===== src/rtl/core_pkg.sv =====
// Shared encodings for the execute stage: ALU ops, forwarding selects,
// M-extension funct3 codes, the M-engine state type and the pass-through control bundle.
package core_pkg;

   localparam logic [3:0] ALU_ADD    = 4'd0;
   localparam logic [3:0] ALU_SUB    = 4'd1;
   localparam logic [3:0] ALU_SLL    = 4'd2;
   localparam logic [3:0] ALU_SLT    = 4'd3;
   localparam logic [3:0] ALU_SLTU   = 4'd4;
   localparam logic [3:0] ALU_XOR    = 4'd5;
   localparam logic [3:0] ALU_SRL    = 4'd6;
   localparam logic [3:0] ALU_SRA    = 4'd7;
   localparam logic [3:0] ALU_OR     = 4'd8;
   localparam logic [3:0] ALU_AND    = 4'd9;
   localparam logic [3:0] ALU_COPY_B = 4'd10;

   localparam logic [1:0] FWD_ID  = 2'd0;
   localparam logic [1:0] FWD_MA  = 2'd1;
   localparam logic [1:0] FWD_WB  = 2'd2;
   localparam logic [1:0] FWD_WB2 = 2'd3;

   localparam logic [2:0] MD_MUL    = 3'b000;
   localparam logic [2:0] MD_MULH   = 3'b001;
   localparam logic [2:0] MD_MULHSU = 3'b010;
   localparam logic [2:0] MD_MULHU  = 3'b011;
   localparam logic [2:0] MD_DIV    = 3'b100;
   localparam logic [2:0] MD_DIVU   = 3'b101;
   localparam logic [2:0] MD_REM    = 3'b110;
   localparam logic [2:0] MD_REMU   = 3'b111;

   typedef enum logic [1:0] {
      MD_IDLE = 2'd0,
      MD_RUN  = 2'd1,
      MD_DONE = 2'd2
   } md_state_e;

   typedef struct packed {
      logic [4:0] addr_d;
      logic       reg_wen;
      logic       mem_rw;
      logic [1:0] wb_sel;
      logic [2:0] funct3;
   } ctrl_t;

endpackage


===== src/rtl/muldiv_iter.sv =====
// Iterative RV32M engine: one shift-add or restoring-divide step per RUN cycle,
// sign correction applied combinationally while in DONE.
module muldiv_iter
   import core_pkg::*;
#(
   parameter int XLEN = 32
) (
   input  logic            clk,
   input  logic            reset,
   input  logic            start,
   input  logic            abort,
   input  logic [2:0]      op,
   input  logic [XLEN-1:0] op_a,
   input  logic [XLEN-1:0] op_b,
   output logic            busy,
   output logic            done,
   output logic [XLEN-1:0] result
);

   localparam int CW = $clog2(XLEN + 1);

   md_state_e         state_q, state_d;
   logic [CW-1:0]     count_q;
   logic [2:0]        op_q;
   logic [2*XLEN-1:0] acc_q;
   logic [XLEN-1:0]   opnd_q;
   logic              neg_q;

   logic              is_div, a_signed, b_signed, a_neg, b_neg, neg_d;
   logic [XLEN-1:0]   mag_a, mag_b;
   logic [XLEN:0]     add_sum, trial, diff;
   logic [2*XLEN-1:0] acc_step, mul_fix;
   logic [XLEN-1:0]   div_half, div_fix;

   // Divide-by-zero needs no special path: restoring division yields an
   // all-ones quotient and the dividend as remainder, so the quotient sign is suppressed.
   always_comb begin
      is_div   = op[2];
      a_signed = !(op == MD_MULHU || op == MD_DIVU || op == MD_REMU);
      b_signed = a_signed && (op != MD_MULHSU);
      a_neg    = a_signed && op_a[XLEN-1];
      b_neg    = b_signed && op_b[XLEN-1];
      mag_a    = a_neg ? -op_a : op_a;
      mag_b    = b_neg ? -op_b : op_b;
      if (!is_div)
         neg_d = a_neg ^ b_neg;
      else if (op[1])
         neg_d = a_neg;
      else
         neg_d = (a_neg ^ b_neg) && (op_b != '0);
   end

   always_comb begin
      add_sum = {1'b0, acc_q[2*XLEN-1:XLEN]} + (acc_q[0] ? {1'b0, opnd_q} : '0);
      trial   = {acc_q[2*XLEN-1:XLEN], acc_q[XLEN-1]};
      diff    = trial - {1'b0, opnd_q};
      if (!op_q[2])
         acc_step = {add_sum, acc_q[XLEN-1:1]};
      else if (!diff[XLEN])
         acc_step = {diff[XLEN-1:0], acc_q[XLEN-2:0], 1'b1};
      else
         acc_step = {trial[XLEN-1:0], acc_q[XLEN-2:0], 1'b0};
   end

   always_comb begin
      // NOTE: state_d gets a default before the case, so no path leaves it unassigned and no latch is inferred.
      state_d = state_q;
      if (abort)
         state_d = MD_IDLE;
      else begin
         case (state_q)
            MD_IDLE: if (start) state_d = MD_RUN;
            MD_RUN:  if (count_q == CW'(XLEN - 1)) state_d = MD_DONE;
            MD_DONE: state_d = MD_IDLE;
            default: state_d = MD_IDLE;
         endcase
      end
   end

   always_ff @(posedge clk) begin
      if (reset) begin
         // NOTE: the datapath registers are reset as well, so nothing leaves reset holding X.
         state_q <= MD_IDLE;
         count_q <= '0;
         op_q    <= '0;
         acc_q   <= '0;
         opnd_q  <= '0;
         neg_q   <= 1'b0;
      end else begin
         // NOTE: non-blocking assignments, so every register samples the pre-edge values.
         state_q <= state_d;
         if (state_q == MD_IDLE && start && !abort) begin
            count_q <= '0;
            op_q    <= op;
            neg_q   <= neg_d;
            opnd_q  <= is_div ? mag_b : mag_a;
            acc_q   <= {{XLEN{1'b0}}, (is_div ? mag_a : mag_b)};
         end else if (state_q == MD_RUN && !abort) begin
            count_q <= count_q + CW'(1);
            acc_q   <= acc_step;
         end
      end
   end

   always_comb begin
      mul_fix  = neg_q ? -acc_q : acc_q;
      div_half = op_q[1] ? acc_q[2*XLEN-1:XLEN] : acc_q[XLEN-1:0];
      div_fix  = neg_q ? -div_half : div_half;
      if (op_q[2])
         result = div_fix;
      else if (op_q[1:0] == 2'b00)
         result = mul_fix[XLEN-1:0];
      else
         result = mul_fix[2*XLEN-1:XLEN];
   end

   assign busy = (state_q != MD_IDLE);
   assign done = (state_q == MD_DONE);

endmodule


===== src/rtl/ex_stage_m.sv =====
// Execute stage: operand forwarding, single-cycle ALU, optional iterative M-engine
// and the EX/MA pipeline register.
module ex_stage_m
   import core_pkg::*;
#(
   parameter int XLEN = 32,
   parameter bit M_EN = 1'b1
) (
   input  logic            clk,
   input  logic            reset,
   input  logic            flush,
   input  logic            in_valid,
   input  logic [XLEN-1:0] pc,
   input  logic [XLEN-1:0] pc_plus4,
   input  logic [XLEN-1:0] data_a,
   input  logic [XLEN-1:0] data_b,
   input  logic [XLEN-1:0] imm,
   input  logic [XLEN-1:0] fwd_ma,
   input  logic [XLEN-1:0] fwd_wb,
   input  logic [XLEN-1:0] fwd_wb2,
   input  logic [1:0]      fwd_sel_a,
   input  logic [1:0]      fwd_sel_b,
   input  logic            a_sel,
   input  logic            b_sel,
   input  logic [3:0]      alu_sel,
   input  logic            m_op,
   input  logic [2:0]      funct3,
   input  logic [4:0]      addr_d,
   input  logic            reg_wen,
   input  logic            mem_rw,
   input  logic [1:0]      wb_sel,
   output logic            stall,
   output logic            busy,
   output logic            out_valid,
   output logic            reg_wen_o,
   output logic            mem_rw_o,
   output logic [1:0]      wb_sel_o,
   output logic [2:0]      funct3_o,
   output logic [4:0]      addr_d_o,
   output logic [XLEN-1:0] alu_result_o,
   output logic [XLEN-1:0] data_b_o,
   output logic [XLEN-1:0] pc_plus4_o
);

   localparam int SHW = $clog2(XLEN);

   logic [XLEN-1:0] fwd_a, fwd_b, op_a, op_b, alu_result;
   logic [SHW-1:0]  shamt;
   logic            md_start, md_busy, md_done;
   logic [XLEN-1:0] md_result;
   ctrl_t           ctrl_in, m_ctrl_q;
   logic [XLEN-1:0] m_pc4_q, m_b_q;

   always_comb begin
      case (fwd_sel_a)
         FWD_ID:  fwd_a = data_a;
         FWD_MA:  fwd_a = fwd_ma;
         FWD_WB:  fwd_a = fwd_wb;
         default: fwd_a = fwd_wb2;
      endcase
      case (fwd_sel_b)
         FWD_ID:  fwd_b = data_b;
         FWD_MA:  fwd_b = fwd_ma;
         FWD_WB:  fwd_b = fwd_wb;
         default: fwd_b = fwd_wb2;
      endcase
   end

   assign op_a  = a_sel ? pc : fwd_a;
   assign op_b  = b_sel ? imm : fwd_b;
   assign shamt = op_b[SHW-1:0];

   always_comb begin
      alu_result = '0;
      case (alu_sel)
         ALU_ADD:    alu_result = op_a + op_b;
         ALU_SUB:    alu_result = op_a - op_b;
         ALU_SLL:    alu_result = op_a << shamt;
         ALU_SLT:    alu_result = {{(XLEN-1){1'b0}}, ($signed(op_a) < $signed(op_b))};
         ALU_SLTU:   alu_result = {{(XLEN-1){1'b0}}, (op_a < op_b)};
         ALU_XOR:    alu_result = op_a ^ op_b;
         ALU_SRL:    alu_result = op_a >> shamt;
         ALU_SRA:    alu_result = $unsigned($signed(op_a) >>> shamt);
         ALU_OR:     alu_result = op_a | op_b;
         ALU_AND:    alu_result = op_a & op_b;
         ALU_COPY_B: alu_result = op_b;
         default:    alu_result = '0;
      endcase
   end

   // Accept only from IDLE; the held M-op stays in EX through DONE without re-triggering.
   assign md_start = M_EN && in_valid && m_op && !flush && !md_busy;
   assign stall    = md_start || (md_busy && !md_done && !flush);
   assign busy     = md_busy;

   generate
      if (M_EN) begin : g_md
         muldiv_iter #(.XLEN(XLEN)) u_muldiv (
            .clk    (clk),
            .reset  (reset),
            .start  (md_start),
            .abort  (flush),
            .op     (funct3),
            .op_a   (fwd_a),
            .op_b   (fwd_b),
            .busy   (md_busy),
            .done   (md_done),
            .result (md_result)
         );
      end else begin : g_no_md
         assign md_busy   = 1'b0;
         assign md_done   = 1'b0;
         assign md_result = '0;
      end
   endgenerate

   assign ctrl_in = '{addr_d: addr_d, reg_wen: reg_wen, mem_rw: mem_rw,
                      wb_sel: wb_sel, funct3: funct3};

   always_ff @(posedge clk) begin
      if (reset) begin
         m_ctrl_q <= '0;
         m_pc4_q  <= '0;
         m_b_q    <= '0;
      end else if (md_start) begin
         m_ctrl_q <= ctrl_in;
         m_pc4_q  <= pc_plus4;
         m_b_q    <= fwd_b;
      end
   end

   // Priority: reset, flush, M-engine completion, stall bubble, then the ALU path.
   always_ff @(posedge clk) begin
      if (reset) begin
         out_valid    <= 1'b0;
         reg_wen_o    <= 1'b0;
         mem_rw_o     <= 1'b0;
         wb_sel_o     <= '0;
         funct3_o     <= '0;
         addr_d_o     <= '0;
         alu_result_o <= '0;
         data_b_o     <= '0;
         pc_plus4_o   <= '0;
      end else if (flush || (stall && !md_done)) begin
         out_valid <= 1'b0;
         reg_wen_o <= 1'b0;
         mem_rw_o  <= 1'b0;
      end else if (md_done) begin
         out_valid    <= 1'b1;
         reg_wen_o    <= m_ctrl_q.reg_wen;
         mem_rw_o     <= m_ctrl_q.mem_rw;
         wb_sel_o     <= m_ctrl_q.wb_sel;
         funct3_o     <= m_ctrl_q.funct3;
         addr_d_o     <= m_ctrl_q.addr_d;
         alu_result_o <= md_result;
         data_b_o     <= m_b_q;
         pc_plus4_o   <= m_pc4_q;
      end else begin
         out_valid    <= in_valid;
         reg_wen_o    <= reg_wen && in_valid;
         mem_rw_o     <= mem_rw && in_valid;
         wb_sel_o     <= wb_sel;
         funct3_o     <= funct3;
         addr_d_o     <= addr_d;
         alu_result_o <= alu_result;
         data_b_o     <= fwd_b;
         pc_plus4_o   <= pc_plus4;
      end
   end

endmodule


===== config.mk =====
export PLATFORM = sky130hd
export DESIGN_NAME = ex_stage_m
export DESIGN_NICKNAME = d
export VERILOG_FILES = /design/src/rtl/core_pkg.sv /design/src/rtl/muldiv_iter.sv /design/src/rtl/ex_stage_m.sv
export SDC_FILE = /design/constraint.sdc
export NUM_CORES = 2
export LEC_CHECK = 0
export CAP_MARGIN = 40
export CORE_ASPECT_RATIO = 1.75
export CORE_MARGIN = 10
export CORE_UTILIZATION = 53
export DETAILED_ROUTE_END_ITERATION = 6
export PLACE_DENSITY_LB_ADDON = 0.08
export SLEW_MARGIN = 20
export SYNTH_ARGS = -nofsm -noshare
export SYNTH_HDL_FRONTEND = slang
export SYNTH_SLANG_ARGS = --single-unit

===== constraint.sdc =====
create_clock -name clk -period 6.3 [get_ports clk]
set_input_delay 1.575 -clock clk [delete_from_list [all_inputs] [get_ports clk]]
set_output_delay 1.575 -clock clk [all_outputs]
set_load 0.01 [all_outputs]

**Word-level counts from Yosys, hierarchy flattened**

Index checks and enable logic that the tools add are counted.

- Input port bits: 283
- Register bits: 293
- Logic and storage cells: 132

- Equal/unequal tests: 23
- Mux-type cells: 33
- Magnitude comparators: 2
- Reduce and logical (&&, ||, !) cells: 35
- Shifts and indexed selects: 3
- Add/sub/neg operators: 9
- Bitwise gates (word level): 4

Operators with widths:

| kind | number |
|---|---|
| 2-to-1 mux 32 bit | 16 |
| one-hot mux 32 bit (11 select lines) | 1 |
| 2-to-1 mux 64 bit | 3 |
| one-hot mux 32 bit (3 select lines) | 2 |
| negation 32 bit | 3 |
| less-than comparator 32 bit | 2 |
| negation 64 bit | 1 |
| adder 32 x 32 -> 33 bit | 1 |
| subtractor 33 x 32 -> 33 bit | 1 |
| adder 32 bit | 1 |
| bitwise AND 32 bit | 1 |
| OR 32 bit | 1 |
| nonzero test 32 bit | 1 |
| << shifter 32 x 5 -> 32 bit | 1 |
| >> shifter 32 x 5 -> 32 bit | 1 |
| >>> shifter 32 x 5 -> 32 bit | 1 |
| subtractor 32 bit | 1 |
| bitwise XOR 32 bit | 1 |
| equality test 4 x 3 -> 1 bit, second input constant | 4 |
| logical AND 1 bit | 15 |
| equality test 4 bit, second input constant | 3 |
| equality test 4 x 2 -> 1 bit, second input constant | 2 |
| zero test 2 bit | 4 |
| adder 6 x 1 -> 6 bit, second input constant | 1 |
| other kinds (20) | 41 |

**Longest topological paths before layout**

- Depth after elaboration: 10
- Mapped depth: 22
- Gate-level depth less buffers: 15

**Hierarchy**

From an unflattened synthesis, not the netlist that was laid out.

- Cell total of the unflattened synthesis: 4,504
- Area, all modules: 32,767.7 um^2

Modules (own cells, without submodules):

| module | area an instance (um^2) | times used | cells an instance | seq. area each (um^2) |
|---|---|---|---|---|
| ex_stage_m | 18,831.8 | 1 | 2,448 | 3,703.6 |
| muldiv_iter | 13,935.9 | 1 | 2,056 | 2,162.1 |

**Worst setup path after synthesis**

Ideal clock, no wire load.

- Kind: input-to-reg
- From: input port fwd_sel_b[0]
- To: register alu_result_o[26]
- Setup slack: 0.254 ns
- Cell stages on the path: 20
- Arrival time: 5.926 ns
- Cells stage by stage: buf_6 > buf_8 > buf_6 > mux2i_1 > a22oi_4 > nand2_4 > buf_2 > buf_1 > buf_2 > ha_1 > o21ba_2 > or3b_2 > a21o_1 > a2111oi_0 > o21ai_0 > o21ai_0 > o221ai_1 > o21ai_0 > a31oi_1 > a211o_1

- Cells in the longest elaborated chain, start to end: 6
- Elaborated cells between the ends (all ways): 15
- Those cells by class: add/sub (2); eq/ne (2); shift (3); mux (4); bitwise (3); reduce/logical (1)

Ends and longest elaborated chain:

| element | RTL line | text |
|---|---|---|
| from (decl) | ex_stage_m.sv:22 | `input logic [1:0] fwd_sel_b,` |
| equality test 2 bit, or another cell as far along | ex_stage_m.sv:61 | `case (fwd_sel_b)` |
| one-hot mux 32 bit (3 select lines) * | ex_stage_m.sv:61 |  |
| 2-to-1 mux 32 bit * | ex_stage_m.sv:70 | `assign op_b = b_sel ? imm : fwd_b;` |
| subtractor 32 bit, or another cell as far along | ex_stage_m.sv:77 | `ALU_SUB: alu_result = op_a - op_b;` |
| one-hot mux 32 bit (11 select lines) * | ex_stage_m.sv:75 | `case (alu_sel)` |
| 2-to-1 mux 32 bit * | ex_stage_m.sv:148 | `end else if (md_done) begin` |
| to (signal assigned) | ex_stage_m.sv:155 | `alu_result_o <= md_result;` |
| to (signal assigned) | ex_stage_m.sv:165 | `alu_result_o <= alu_result;` |
| to (decl) | ex_stage_m.sv:40 | `output logic [XLEN-1:0] alu_result_o,` |

Mark *: on every way between the ends. The rest lies on a longest branch, timed or not.
A chain may end at the register's enable or synchronous reset.

**Worst setup path after layout**

- From: input port fwd_sel_b[0]
- To: register alu_result_o[27]

Same word-level chain as after synthesis.

==> impl_metrics.tcl <==
set metrics [dict create \
    status "complete, but fails checks" \
    violations_in_the_final_reports "design-rule violations" \
    finalHoldViolations 0 \
    power_leakage_nw 15.25 \
    required_ps 6810 \
    floorplan.initialDensity 0.5367 \
    max_freq_ghz 0.1665 \
    synth_enable_flop_cells 0 \
    worst_pin_slew_ps 1068 \
    hpwl_um 140100 \
    die_y_um 346.9 \
    cts.repair_timing.setup_buffer_count 0 \
    design.die.area_sq_um 71730 \
    clock_tree_root_driver_cell "clkbuf_16" \
    floorplan.rows 119 \
    htree_num_levels 1 \
    final_min_period_over_clock_period 0.9533 \
    min-delay-start "g_md.u_muldiv.count_q[5]" \
    worst_ir_drop_vdd_mv 0.2208 \
    grt_first_pass_wirelength_um 264800 \
    crit_path_max_incr_delay_ps 690 \
    worst_ep_arrival_time_ps 6510 \
    syn2layout_area_growth_pct 21.77 \
    clk-insertion-delay-late_ps 640 \
    timing.critical_path.from "fwd_sel_b[0]" \
    cts_resized 0 \
    yosys_most_used_dff "dfxtp_1" \
    setup_clock_skew_after_layout_ps 60.44 \
    unrepaired_setup_endpoints_after_global_routing "no" \
    crit_path_start_kind "primary input" \
    detailedPlace.worstSlack_ps -67.46 \
    clk_pin_slew_ps 80 \
    synth.top_cells.by_count "nand2_1, nor2_1, a21oi_1" \
    synthCells 4465 \
    initial_antenna_violation_count 27 \
    report.final.slew_viol_count 0 \
    synth_top_area_frac 0.1813 \
    mappedNetlistArea_sq_um 32360 \
    multi_input_area_sq_um 24320 \
    grt.overflow.total 0 \
    syn_avg_cell_area_sq_um 7.248 \
    cp_max_fo 11 \
    tritoncts "done" \
    layout_setup_ws_ps 294.3 \
    ant_nets 0 \
    final-setup-viol-count 0 \
    r2r_cells 13 \
    timing.max_slew.rel_slack 0.2879 \
    number_of_buffers_added_on_ports 393 \
    cp-end-kind "flip-flop" \
    gp_congestion 1.151 \
    yosysSeqAreaShare 0.1813 \
    post-synth-top-count-cell "nand2_1" \
    postSynthRegisterBits 293 \
    finalCriticalPeriod_ps 6006 \
    ratio_of_cells_with_drive_above_1_in_the_final_layout 0.1195 \
    postRouteWirelength_um 185000 \
    place_area_sq_um 38310 \
    holdBufCountCts 0 \
    synthTopCellsByArea "dfxtp_1, nand2_1, ha_1" \
    post_synth_num_cell_types 100 \
    ctsLongestPathBuffers 3 \
    drt_first_iter_violations 5628 \
    regToRegEndpoint "g_md.u_muldiv.acc_q[51]" \
    num_cts_buffers 27 \
    route.detailed.drc 8 \
    detail_route.first_pass.iterations 7 \
    layout.cell_area.non_filler_sq_um 39410 \
    num-fill-cells 5201 \
    regArea_sq_um 5872 \
    crit_path_cell_trace "buf_2 > buf_12 > buf_4 > mux4_2 > mux2i_1 > inv_1 > ha_1 > or4_1 > or4_1 > a311oi_1 > buf_4 > o32ai_1 > xnor2_1 > a221oi_1 > o31ai_1" \
    wire_per_inst_um 32.63 \
    vias_per_cell 7.157 \
    grt_max_degree 116 \
    count_of_yosys_warnings_during_synthesis 0 \
    worst_hold_path.num_cells 1 \
    p_total_mw 8.117 \
    reg2reg_from "g_md.u_muldiv.acc_q[31]" \
    yosysTopAreaCell "dfxtp_1" \
    postSynth.asyncResetShare 0 \
    min-delay-path-class "reg -> reg" \
    num-nets-final 5309 \
    dieWidth_um 206.8 \
    grtUsageTotal 0.4969 \
    cts_sinks 293 \
    timing.hold.worst_endpoint "g_md.u_muldiv.state_q[1]" \
    boundaryPins 394 \
    finish.utilization 0.6535 \
    maxCapViolations 0 \
    placeableCoreArea_sq_um 60300 \
    r2r_setup_slack_ps 1540 \
    routed-via-count 40580 \
    power_density_nw_per_um2 206.0 \
    crit_path_top_delay_cell "mux2i_1" \
    mappedNetlistNets 4925 \
    worst_path_class_setup "in -> reg" \
    number_of_global_route_vias_before_repair 38520 \
]
[kinds of logic after synthesis]
family	Yosys count	synth area share
flip-flops	293	0.1813
AO/OA/AOI/OAI	1457	0.2964
adder cells (fa/ha/maj)	177	0.06936
AND/OR/NAND/NOR	1505	0.2064
XOR/XNOR	203	0.05494
multiplexers	296	0.1217
buffers and inverters	534	0.06998
[sequential cells by signal, summed over array words and instances (netlist names), 6 cells and up]
register / cells
data_b_o: 32
m_pc4_q: 32
g_md.u_muldiv.acc_q: 64
g_md.u_muldiv.opnd_q: 32
m_b_q: 32
g_md.u_muldiv.count_q: 6
alu_result_o: 32
m_ctrl_q: 12
pc_plus4_o: 32
[layer usage]
metal,vias to the layer above,global-route usage,wire length [um]
li1,17170,-,-
met1,18850,0.5041,57350
met2,3326,0.7695,83000
met3,1219,0.1754,21650
met4,14,0.4878,22910
met5,-,0.002099,97
[worst max-delay path, delay by kind of cell]
| kind | cells | cell delay [ps] |
|---|---|---|
| AO/OA/AOI/OAI | 4 | 1140 |
| XOR/XNOR | 1 | 170 |
| adder cells (fa/ha/maj) | 1 | 320 |
| buffers and inverters | 5 | 960 |
| multiplexers | 2 | 1310 |
| AND/OR/NAND/NOR | 2 | 1010 |
[placed cells by master, fill, tap and decap left out, types with 38 or more instances in the layout]
| cell type | Yosys | layout |
|---|---|---|
| a211oi_1 | 80 | 80 |
| a21o_1 | 47 | 47 |
| a21oi_1 | 408 | 408 |
| a221oi_1 | 38 | 38 |
| a311oi_1 | 89 | 89 |
| a31oi_1 | 51 | 51 |
| buf_4 | 12 | 315 |
| clkdlybuf4s50_1 | 0 | 388 |
| dfxtp_1 | 293 | 290 |
| ha_1 | 173 | 173 |
| inv_1 | 159 | 159 |
| mux2_2 | 63 | 63 |
| mux2i_1 | 161 | 160 |
| mux4_2 | 65 | 65 |
| nand2_1 | 623 | 622 |
| nand3_1 | 86 | 86 |
| nor2_1 | 418 | 414 |
| nor3_1 | 101 | 99 |
| o211ai_1 | 87 | 87 |
| o21ai_0 | 278 | 277 |
| o22ai_1 | 43 | 43 |
| o31ai_1 | 51 | 51 |
| or3_1 | 46 | 45 |
| xnor2_1 | 122 | 122 |
| xor2_1 | 81 | 81 |
[power breakdown]
group	switching [mW]	internal, mW	leakage (nW)	total (mW)
registers	0.120	1.95	2.39	2.07
logic	2.65	1.54	12.4	4.18
clock network	0.847	1.01	0.459	1.86
total	3.61	4.50	15.2	8.12
[stage by stage]
step	TNS, ps	hold slack (ps)	cells
final	0	451.8	5670
after global routing	0	473.4	5664
after CTS	0	445.8	5646
after detailed placement	-67.46	446.1	5596
after global placement	-67.84	440.6	5588
after floorplan	0	431.6	4465
[worst max path at each step]
stage | endpoint | cells after the start
3_5_place_dp | alu_result_o[27] | 16
3_3_place_gp | alu_result_o[27] | 15
5_1_grt | alu_result_o[27] | 15
6_report | alu_result_o[27] | 15
2_1_floorplan | alu_result_o[26] | 20
4_1_cts | alu_result_o[27] | 16
[area by class of cell]
cell class | instances | area share
Inverter | 166 | 0.01594
Clock buffer | 36 | 0.01902
Timing Repair Buffer | 723 | 0.1679
Antenna cell | 14 | 0.0008891
Multi-Input combinational cell | 3638 | 0.6172
Sequential cell | 293 | 0.1490
Clock inverter | 14 | 0.005080
Tap cell | 786 | 0.02496
Note: power is estimated with default switching activity, not from simulation.
